$ cat config.mk
export PLATFORM = sky130hd
export DESIGN_NAME = udp_port_dispatch
export DESIGN_NICKNAME = d
export VERILOG_FILES = /design/src/rtl/udp_pkg.sv /design/src/rtl/axis_skid_buf.sv /design/src/rtl/udp_port_dispatch.sv
export SDC_FILE = /design/constraint.sdc
export NUM_CORES = 1
export LEC_CHECK = 0
export ABC_AREA = 1
export BUFFER_PORTS_ARGS = -buffer_cell sky130_fd_sc_hd__buf_2
export CORE_ASPECT_RATIO = 0.8
export CORE_MARGIN = 3
export CORE_UTILIZATION = 30
export DETAILED_ROUTE_END_ITERATION = 8
export HOLD_SLACK_MARGIN = 0.05
export RECOVER_POWER = 50
export SYNTH_ARGS = -nofsm -noshare
export SYNTH_HDL_FRONTEND = slang
export SYNTH_SLANG_ARGS = --single-unit
export TNS_END_PERCENT = 10
$ cat constraint.sdc
create_clock -name clk -period 7.1 [get_ports clk]
set_input_delay 0.71 -clock clk [delete_from_list [all_inputs] [get_ports clk]]
set_output_delay 0.71 -clock clk [all_outputs]
set_load 0.1 [all_outputs]
$ cat src/rtl/udp_pkg.sv
// Shared definitions for the UDP receive path: dispatcher states, port width and
// the unmatched-datagram policy encodings.
package udp_pkg;

  localparam int unsigned UDP_PORT_W     = 16;
  localparam int unsigned DROP_UNMATCHED = 0;
  localparam int unsigned ROUTE_DEFAULT  = 1;

  typedef enum logic [1:0] {
    StIdle,
    StFwd,
    StDrop
  } disp_state_e;

endpackage

$ cat src/rtl/axis_skid_buf.sv
// Two-entry register slice for a stream beat. The input is ready while fewer than
// two beats are held, so a stalled consumer never loses data.
module axis_skid_buf #(
  parameter int unsigned WIDTH = 8
) (
  input  logic             clk,
  input  logic             reset,
  input  logic             i_valid,
  output logic             o_ready,
  input  logic [WIDTH-1:0] i_data,
  output logic             o_valid,
  input  logic             i_ready,
  output logic [WIDTH-1:0] o_data
);

  logic [1:0]       r_count;
  logic [WIDTH-1:0] r_head;
  logic [WIDTH-1:0] r_tail;
  logic             w_push;
  logic             w_pop;

  assign o_ready = (r_count != 2'd2);
  assign o_valid = (r_count != 2'd0);
  assign o_data  = r_head;
  assign w_push  = i_valid & o_ready;
  assign w_pop   = o_valid & i_ready;

  always_ff @(posedge clk or negedge reset) begin
    if (!reset) begin
      r_count <= 2'd0;
      r_head  <= '0;
      r_tail  <= '0;
    end else begin
      case ({w_push, w_pop})
        2'b10: begin
          if (r_count == 2'd0) r_head <= i_data;
          else                 r_tail <= i_data;
          r_count <= r_count + 2'd1;
        end
        2'b01: begin
          r_head  <= r_tail;
          r_count <= r_count - 2'd1;
        end
        2'b11: begin
          // Count stays put; with one entry the new beat replaces the head.
          if (r_count == 2'd1) begin
            r_head <= i_data;
          end else begin
            r_head <= r_tail;
            r_tail <= i_data;
          end
        end
        default: ;
      endcase
    end
  end

endmodule

$ cat src/rtl/udp_port_dispatch.sv
// Routes each UDP datagram to one of NUM_CH channels by destination port, dropping
// or defaulting unmatched ones, and keeps per-channel delivery and drop counters.
module udp_port_dispatch
  import udp_pkg::*;
#(
  parameter int unsigned DATA_W         = 8,
  parameter int unsigned NUM_CH         = 4,
  parameter int unsigned UNMATCHED_MODE = 0,
  parameter int unsigned DEFAULT_CH     = 0,
  parameter int unsigned CNT_W          = 16
) (
  input  logic                         clk,
  input  logic                         reset,
  input  logic [NUM_CH*UDP_PORT_W-1:0] port_table_in,
  input  logic [NUM_CH-1:0]            ch_enable_in,
  input  logic [DATA_W-1:0]            s_tdata,
  input  logic [DATA_W/8-1:0]          s_tkeep,
  input  logic                         s_tvalid,
  input  logic                         s_tlast,
  input  logic [UDP_PORT_W-1:0]        s_dest_port,
  output logic                         s_tready,
  output logic [DATA_W-1:0]            m_tdata,
  output logic [DATA_W/8-1:0]          m_tkeep,
  output logic [NUM_CH-1:0]            m_tvalid,
  output logic                         m_tfirst,
  output logic                         m_tlast,
  input  logic [NUM_CH-1:0]            m_tready,
  output logic [NUM_CH*CNT_W-1:0]      frame_cnt_out,
  output logic [CNT_W-1:0]             drop_cnt_out,
  output logic                         busy_out
);

  localparam int unsigned SEL_W = (NUM_CH > 1) ? $clog2(NUM_CH) : 1;
  localparam int unsigned PKT_W = DATA_W + DATA_W / 8 + 2;

  disp_state_e                   r_state;
  logic [SEL_W-1:0]              r_sel;
  logic                          r_first_pend;
  logic [CNT_W-1:0]              r_drop_cnt;
  logic [NUM_CH-1:0][CNT_W-1:0]  r_frame_cnt;

  logic             w_hit;
  logic [SEL_W-1:0] w_idx;
  logic             w_accept;
  logic             w_skid_in_ready;
  logic             w_skid_out_valid;
  logic             w_skid_pop;
  logic             w_out_first;
  logic             w_out_last;
  logic             w_deliver;
  logic [PKT_W-1:0] w_in_pkt;
  logic [PKT_W-1:0] w_out_pkt;

  // Lowest enabled channel whose port matches wins.
  always_comb begin
    w_hit = 1'b0;
    w_idx = '0;
    for (int k = NUM_CH - 1; k >= 0; k--) begin
      if (ch_enable_in[k] && (port_table_in[k*UDP_PORT_W +: UDP_PORT_W] == s_dest_port)) begin
        w_hit = 1'b1;
        w_idx = SEL_W'(k);
      end
    end
  end

  assign s_tready = ((r_state == StFwd) && w_skid_in_ready) || (r_state == StDrop);
  assign w_accept = s_tvalid & s_tready;
  assign w_in_pkt = {s_tdata, s_tkeep, r_first_pend, s_tlast};

  axis_skid_buf #(
    .WIDTH(PKT_W)
  ) u_skid (
    .clk     (clk),
    .reset   (reset),
    .i_valid (s_tvalid && (r_state == StFwd)),
    .o_ready (w_skid_in_ready),
    .i_data  (w_in_pkt),
    .o_valid (w_skid_out_valid),
    .i_ready (w_skid_pop),
    .o_data  (w_out_pkt)
  );

  assign {m_tdata, m_tkeep, w_out_first, w_out_last} = w_out_pkt;
  assign w_skid_pop = m_tready[r_sel];
  assign m_tfirst   = w_skid_out_valid & w_out_first;
  assign m_tlast    = w_skid_out_valid & w_out_last;
  assign w_deliver  = w_skid_out_valid & w_skid_pop & w_out_last;
  assign busy_out   = (r_state != StIdle) || w_skid_out_valid;

  always_comb begin
    m_tvalid = '0;
    for (int k = 0; k < NUM_CH; k++) begin
      m_tvalid[k] = w_skid_out_valid && (r_sel == SEL_W'(k));
    end
  end

  // The decision waits for an empty skid so r_sel never changes under a queued beat.
  always_ff @(posedge clk or negedge reset) begin
    if (!reset) begin
      r_state      <= StIdle;
      r_sel        <= '0;
      r_first_pend <= 1'b0;
      r_drop_cnt   <= '0;
    end else begin
      case (r_state)
        StIdle: begin
          if (s_tvalid && !w_skid_out_valid) begin
            r_first_pend <= 1'b1;
            if (w_hit) begin
              r_sel   <= w_idx;
              r_state <= StFwd;
            end else if (UNMATCHED_MODE == ROUTE_DEFAULT) begin
              r_sel   <= SEL_W'(DEFAULT_CH);
              r_state <= StFwd;
            end else begin
              r_state <= StDrop;
            end
          end
        end
        StFwd: begin
          if (w_accept) begin
            r_first_pend <= 1'b0;
            if (s_tlast) r_state <= StIdle;
          end
        end
        StDrop: begin
          if (w_accept && s_tlast) begin
            if (r_drop_cnt != '1) r_drop_cnt <= r_drop_cnt + CNT_W'(1);
            r_state <= StIdle;
          end
        end
        default: r_state <= StIdle;
      endcase
    end
  end

  always_ff @(posedge clk or negedge reset) begin
    if (!reset) begin
      r_frame_cnt <= '0;
    end else begin
      for (int k = 0; k < NUM_CH; k++) begin
        if (w_deliver && (r_sel == SEL_W'(k)) && (r_frame_cnt[k] != '1)) begin
          r_frame_cnt[k] <= r_frame_cnt[k] + CNT_W'(1);
        end
      end
    end
  end

  assign frame_cnt_out = r_frame_cnt;
  assign drop_cnt_out  = r_drop_cnt;

endmodule

# Yosys cells after proc, flatten, opt, wreduce, memory -nomap -nowiden
# Index checks and enable logic that the tools add are counted.
# word_totals
ram_bits	0
mem_bits_ro	0
output_inout_bits	97
inputBits	101
regBits	109
elab_cells	115
n_memories	0
latch_bits	0
# op_classes
mux	26
multipliers	0
order_cmp	1
shifts	0
addsub	7
n_eq_ne	26
n_reduce_logical	38
n_div	0
n_bitwise	6
# ops
op	count
adder 16 x 1 -> 16 bit (second input constant)	5
!= test 16 bit (second input constant)	5
equality test 16 bit	4
two-way mux 11 bit	4
one-hot mux 11 bit (3 select lines)	1
one-hot mux 11 bit (2 select lines)	1
logical AND 1 bit	20
two-way mux 2 bit	9
!= test 2 bit (second input constant)	6
AND reduction 3 bit	4
equality test 2 bit (second input constant)	5
nonzero test 2 bit	5
equality test 2 x 1 -> 1 bit (second input constant)	4
two-way mux 1 bit	7
bitwise AND 1 bit	6
logical NOT 2 bit	3
one-hot mux 2 bit (3 select lines)	1
!= test 2 x 1 -> 1 bit (second input constant)	2
one-hot mux 2 bit (2 select lines)	1
AND reduction 4 bit	1
< comparator 2 x 3 -> 1 bit (second input constant)	1
nonzero test 3 bit	1
adder 2 x 1 -> 2 bit (second input constant)	1
binary-select mux 1 bit (select 2 bit)	1
5 further kinds	6

# Logic depth before layout (Yosys ltp)
# depth
depth_word	9
mapped_depth	14
mapped_depth_nobuf	12

# Hierarchy
# A second synthesis with hierarchy kept.
# hier_totals
cells_unflattened	1004
area_unflattened_um2	7213.2
# by_module_without_submodules
module	n_inst	seq_area_each_um2	cells_each	area_each_um2
udp_port_dispatch	1	2127.0	814	5801.8
axis_skid_buf	1	600.6	190	1411.4

# Worst setup path before layout
# No wires, ideal clock.
# synth_path
kind	register to output
start	register u_skid.r_count[0]
end	output port m_tvalid[0]
slack_ns	3.556
stages_incl_launch_ff	5
path_buffers	1
required_time_ns	6.390
t_arrival_ns	2.834
path_cell_list	dfrtp_1 -> inv_1 -> ha_1 -> buf_2 -> nor3_1
# synth_via
elab_chain_len	2
# synth_lines
item	line_no	rtl
from (decl)	axis_skid_buf.sv:16	logic [1:0] r_count;
from (signal assigned)	axis_skid_buf.sv:38	r_count <= r_count + 2'd1;
from (signal assigned)	axis_skid_buf.sv:42	r_count <= r_count - 2'd1;
nonzero test 2 bit	axis_skid_buf.sv:23	assign o_valid = (r_count != 2'd0);
logical AND 1 bit	udp_port_dispatch.sv:93	m_tvalid[k] = w_skid_out_valid && (r_sel == SEL_W'(k));
to (decl)	udp_port_dispatch.sv:24	output logic [NUM_CH-1:0] m_tvalid,
# No other way between the ends.

==> impl_metrics.tcl <==
set metrics [dict create \
    crit_fanout 60 \
    grt_pass1_wl_um 31600 \
    nFillCells 2494 \
    yosysSeqAreaShare_pct 38.7 \
    crit_path_top_delay_cell "clkbuf_1" \
    p_per_area_nw_per_um2 275 \
    synthTopCellsByArea "dfrtp_1, nand2_1, inv_1" \
    initial_core_util_pct 30.9 \
    fp.coreArea_sq_um 22800 \
    cp_cell_sequence "clkbuf_1, buf_4" \
    portBuffers 197 \
    place.gp.congestion 0.899 \
    drtIter0Drc 382 \
    syn-num-nets 1101 \
    r2r_slack_ps 4070 \
    critPathTopFamily "buffers and inverters" \
    synth_top_area_cell "dfrtp_1" \
    required_ps 7490 \
    rsz0062_at_grt "no" \
    syn_avg_cell_area_sq_um 7.13 \
    layout_commonest_cell "nand2_1" \
    viasPerCell 4.53 \
    ios 198 \
    drv_cap 1 \
    fp.dieArea_sq_um 25400 \
    synth.distinct_cells 37 \
    r2r-end "u_skid.r_tail[3]" \
    routed_wl_um 19800 \
    status "complete, but fails checks" \
    clockBufferDepth 2 \
    hpwl_um 15900 \
    finalHoldViolations 0 \
    ys_ff_latch 109 \
    antenna_found_initial 3 \
    cts_sinks 109 \
    num_antenna_cells 0 \
    min_to "u_skid.r_tail[1]" \
    nets 1288 \
    drv_slew 51 \
    synthCells 989 \
    clkLatencyLatePin_ps 350 \
    grt_use_total_pct 15.5 \
    cts_tree "yes" \
    post_cts.repair.setup_buffers 0 \
    grt_start_max_net_pins 61 \
    finalCritPeriodShare_pct 45.3 \
    overflow 0 \
    wl_per_cell_um 13.3 \
    violations "max-capacitance violations, max-slew violations" \
    r2r_cells 8 \
    clk_pin_slew_ps 80 \
    cts_buffers 9 \
    drc_errors 0 \
    synth_area_sq_um 7050 \
    crit_type "input port to async pin" \
    die_h_um 143 \
    layout_common_cells "nand2_1, buf_2, inv_1" \
    hold_depth 2 \
    worst_pin_slew_ps 2810 \
    die_x_um 177 \
    hold_class "register to register" \
    synth-main-ff-cell "dfrtp_1" \
    p_leak_nw 4.46 \
    p_seq_share_pct 33.0 \
    crit_buf_inv 2 \
    htree_levels 3 \
    clockRootBuffer "clkbuf_16" \
    fmax_ghz 0.311 \
    p_int_mw 1.16 \
    hold_path_startpoint "u_skid.r_tail[1]" \
    setup_viol 0 \
    p_clk_share_pct 22.3 \
    async_flop_share_pct 100 \
    holdBufCountCts 0 \
    endpoint_kind "async pin" \
    finalCriticalPeriod_ps 3220 \
    ys_warn_count 0 \
    skew_ps 12.8 \
    fin_util_pct 37.5 \
    reg2reg_from "u_skid.r_count[0]" \
    slowest_delay_ps 1950 \
    crit_path_start_kind "input port" \
    combPwrFrac_pct 44.7 \
    synth.top_cell.area_share_pct 38.7 \
    vdd_drop_max_mv 0.135 \
    fin_tns_setup_ps 0 \
    synth_edf_count 0 \
    drive_gt1_share_pct 17.1 \
    cts_resized 0 \
    grt_pass1_vias 6236 \
    arrival_ps 3600 \
    vias 6733 \
    rows 49 \
    switching_power_mw 1.19 \
    syn_to_final_growth_pct 21.2 \
    drtAntennaViolNets 0 \
    switching_share_pct 50.7 \
    slew_headroom_pct -87.5 \
    firstDrtPassIters 4 \
]
state kept, by name, summed over array words and instances, names as in the netlist:
signal,flops
r_sel,2
u_skid.o_data,11
u_skid.r_tail,11
u_skid.r_count,2
r_first_pend,1
drop_cnt_out,16
frame_cnt_out,64
r_state,2
per-layer routing:
metal  track usage, %  vias up  routed length [um]
met3             3.24       18                1140
met5                0        -                  36
li1                 -     3469                   -
met4             3.30        6                 206
met2             24.8      173                8820
met1             21.6     3067                9600
worst max-delay path by stage:
stage | from | end | cells past startpoint
floorplan | u_skid.r_count[0] | m_tvalid[0] | 4
global placement | m_tready[3] | u_skid.r_tail[4] | 8
detailed placement | m_tready[3] | u_skid.r_tail[9] | 8
CTS | u_skid.r_count[0] | u_skid.r_tail[9] | 8
global route | reset | frame_cnt_out[57] | 2
finish | reset | u_skid.r_count[1] | 2
kinds of logic after synthesis:
| kind of cell | Yosys count | share of synthesized area (%) |
|---|---|---|
| AOI/OAI and AO/OA | 88 | 6.94 |
| xor gates and xnor gates | 80 | 9.94 |
| adders and majority gates | 11 | 1.95 |
| buffers and inverters | 157 | 9.24 |
| DFF | 109 | 38.7 |
| muxes | 10 | 1.60 |
| and+or+nand+nor | 534 | 31.7 |
tightest hold or removal path, cell delays in order, from the launching register on:
cell,delay [ps]
dfrtp_1,360
nand2_1,50
o21ai_0,60
power groups by stage:
stage / registers, mW / clock network [mW] / logic, mW
after floorplan: 1.06 / 0 / 0.612
after global placement: 0.785 / 0 / 1.07
after detailed placement: 0.787 / 0 / 1.08
after CTS: 0.776 / 0.542 / 1.08
after global routing: 0.792 / 0.566 / 1.12
final: 0.777 / 0.525 / 1.05
layout make-up:
cell class / instances / area [sq um] / area share, %
clock inverter: 6 / 81.3 / 0.951
clock buffer: 10 / 229 / 2.68
sequential: 109 / 2730 / 31.9
inverter: 134 / 503 / 5.88
multi-input combinational: 723 / 3670 / 43.0
timing repair buffer: 199 / 952 / 11.1
tap: 306 / 383 / 4.48
Yosys cell counts, types with 3 or more instances:
library cell / number
inv_1: 132
nand4_1: 14
nor2_1: 98
a31oi_1: 11
buf_2: 8
dfrtp_1: 109
xnor2_1: 31
mux2_2: 10
o21ai_2: 4
o21ai_0: 59
clkbuf_1: 3
buf_4: 10
ha_1: 11
nor3_1: 19
nand2_1: 322
xor2_1: 49
nor4_1: 11
o21ai_1: 4
a21boi_0: 3
nand3_1: 56
per-stage QoR:
| step | hold slack (ps) | total power [mW] | std cells | worst slack [ps] | area [sq um] |
|---|---|---|---|---|---|
| detailed placement | 480 | 1.86 | 1471 | 3840 | 8290 |
| global route | 524 | 2.48 | 1487 | 3250 | 8550 |
| finish | 500 | 2.35 | 1487 | 3880 | 8550 |
| CTS | 401 | 2.40 | 1487 | 4000 | 8600 |
| floorplan | 414 | 1.67 | 989 | 3560 | 7050 |
| global placement | 470 | 1.85 | 1471 | 3910 | 8290 |
Power figures use the tool's default switching activity.
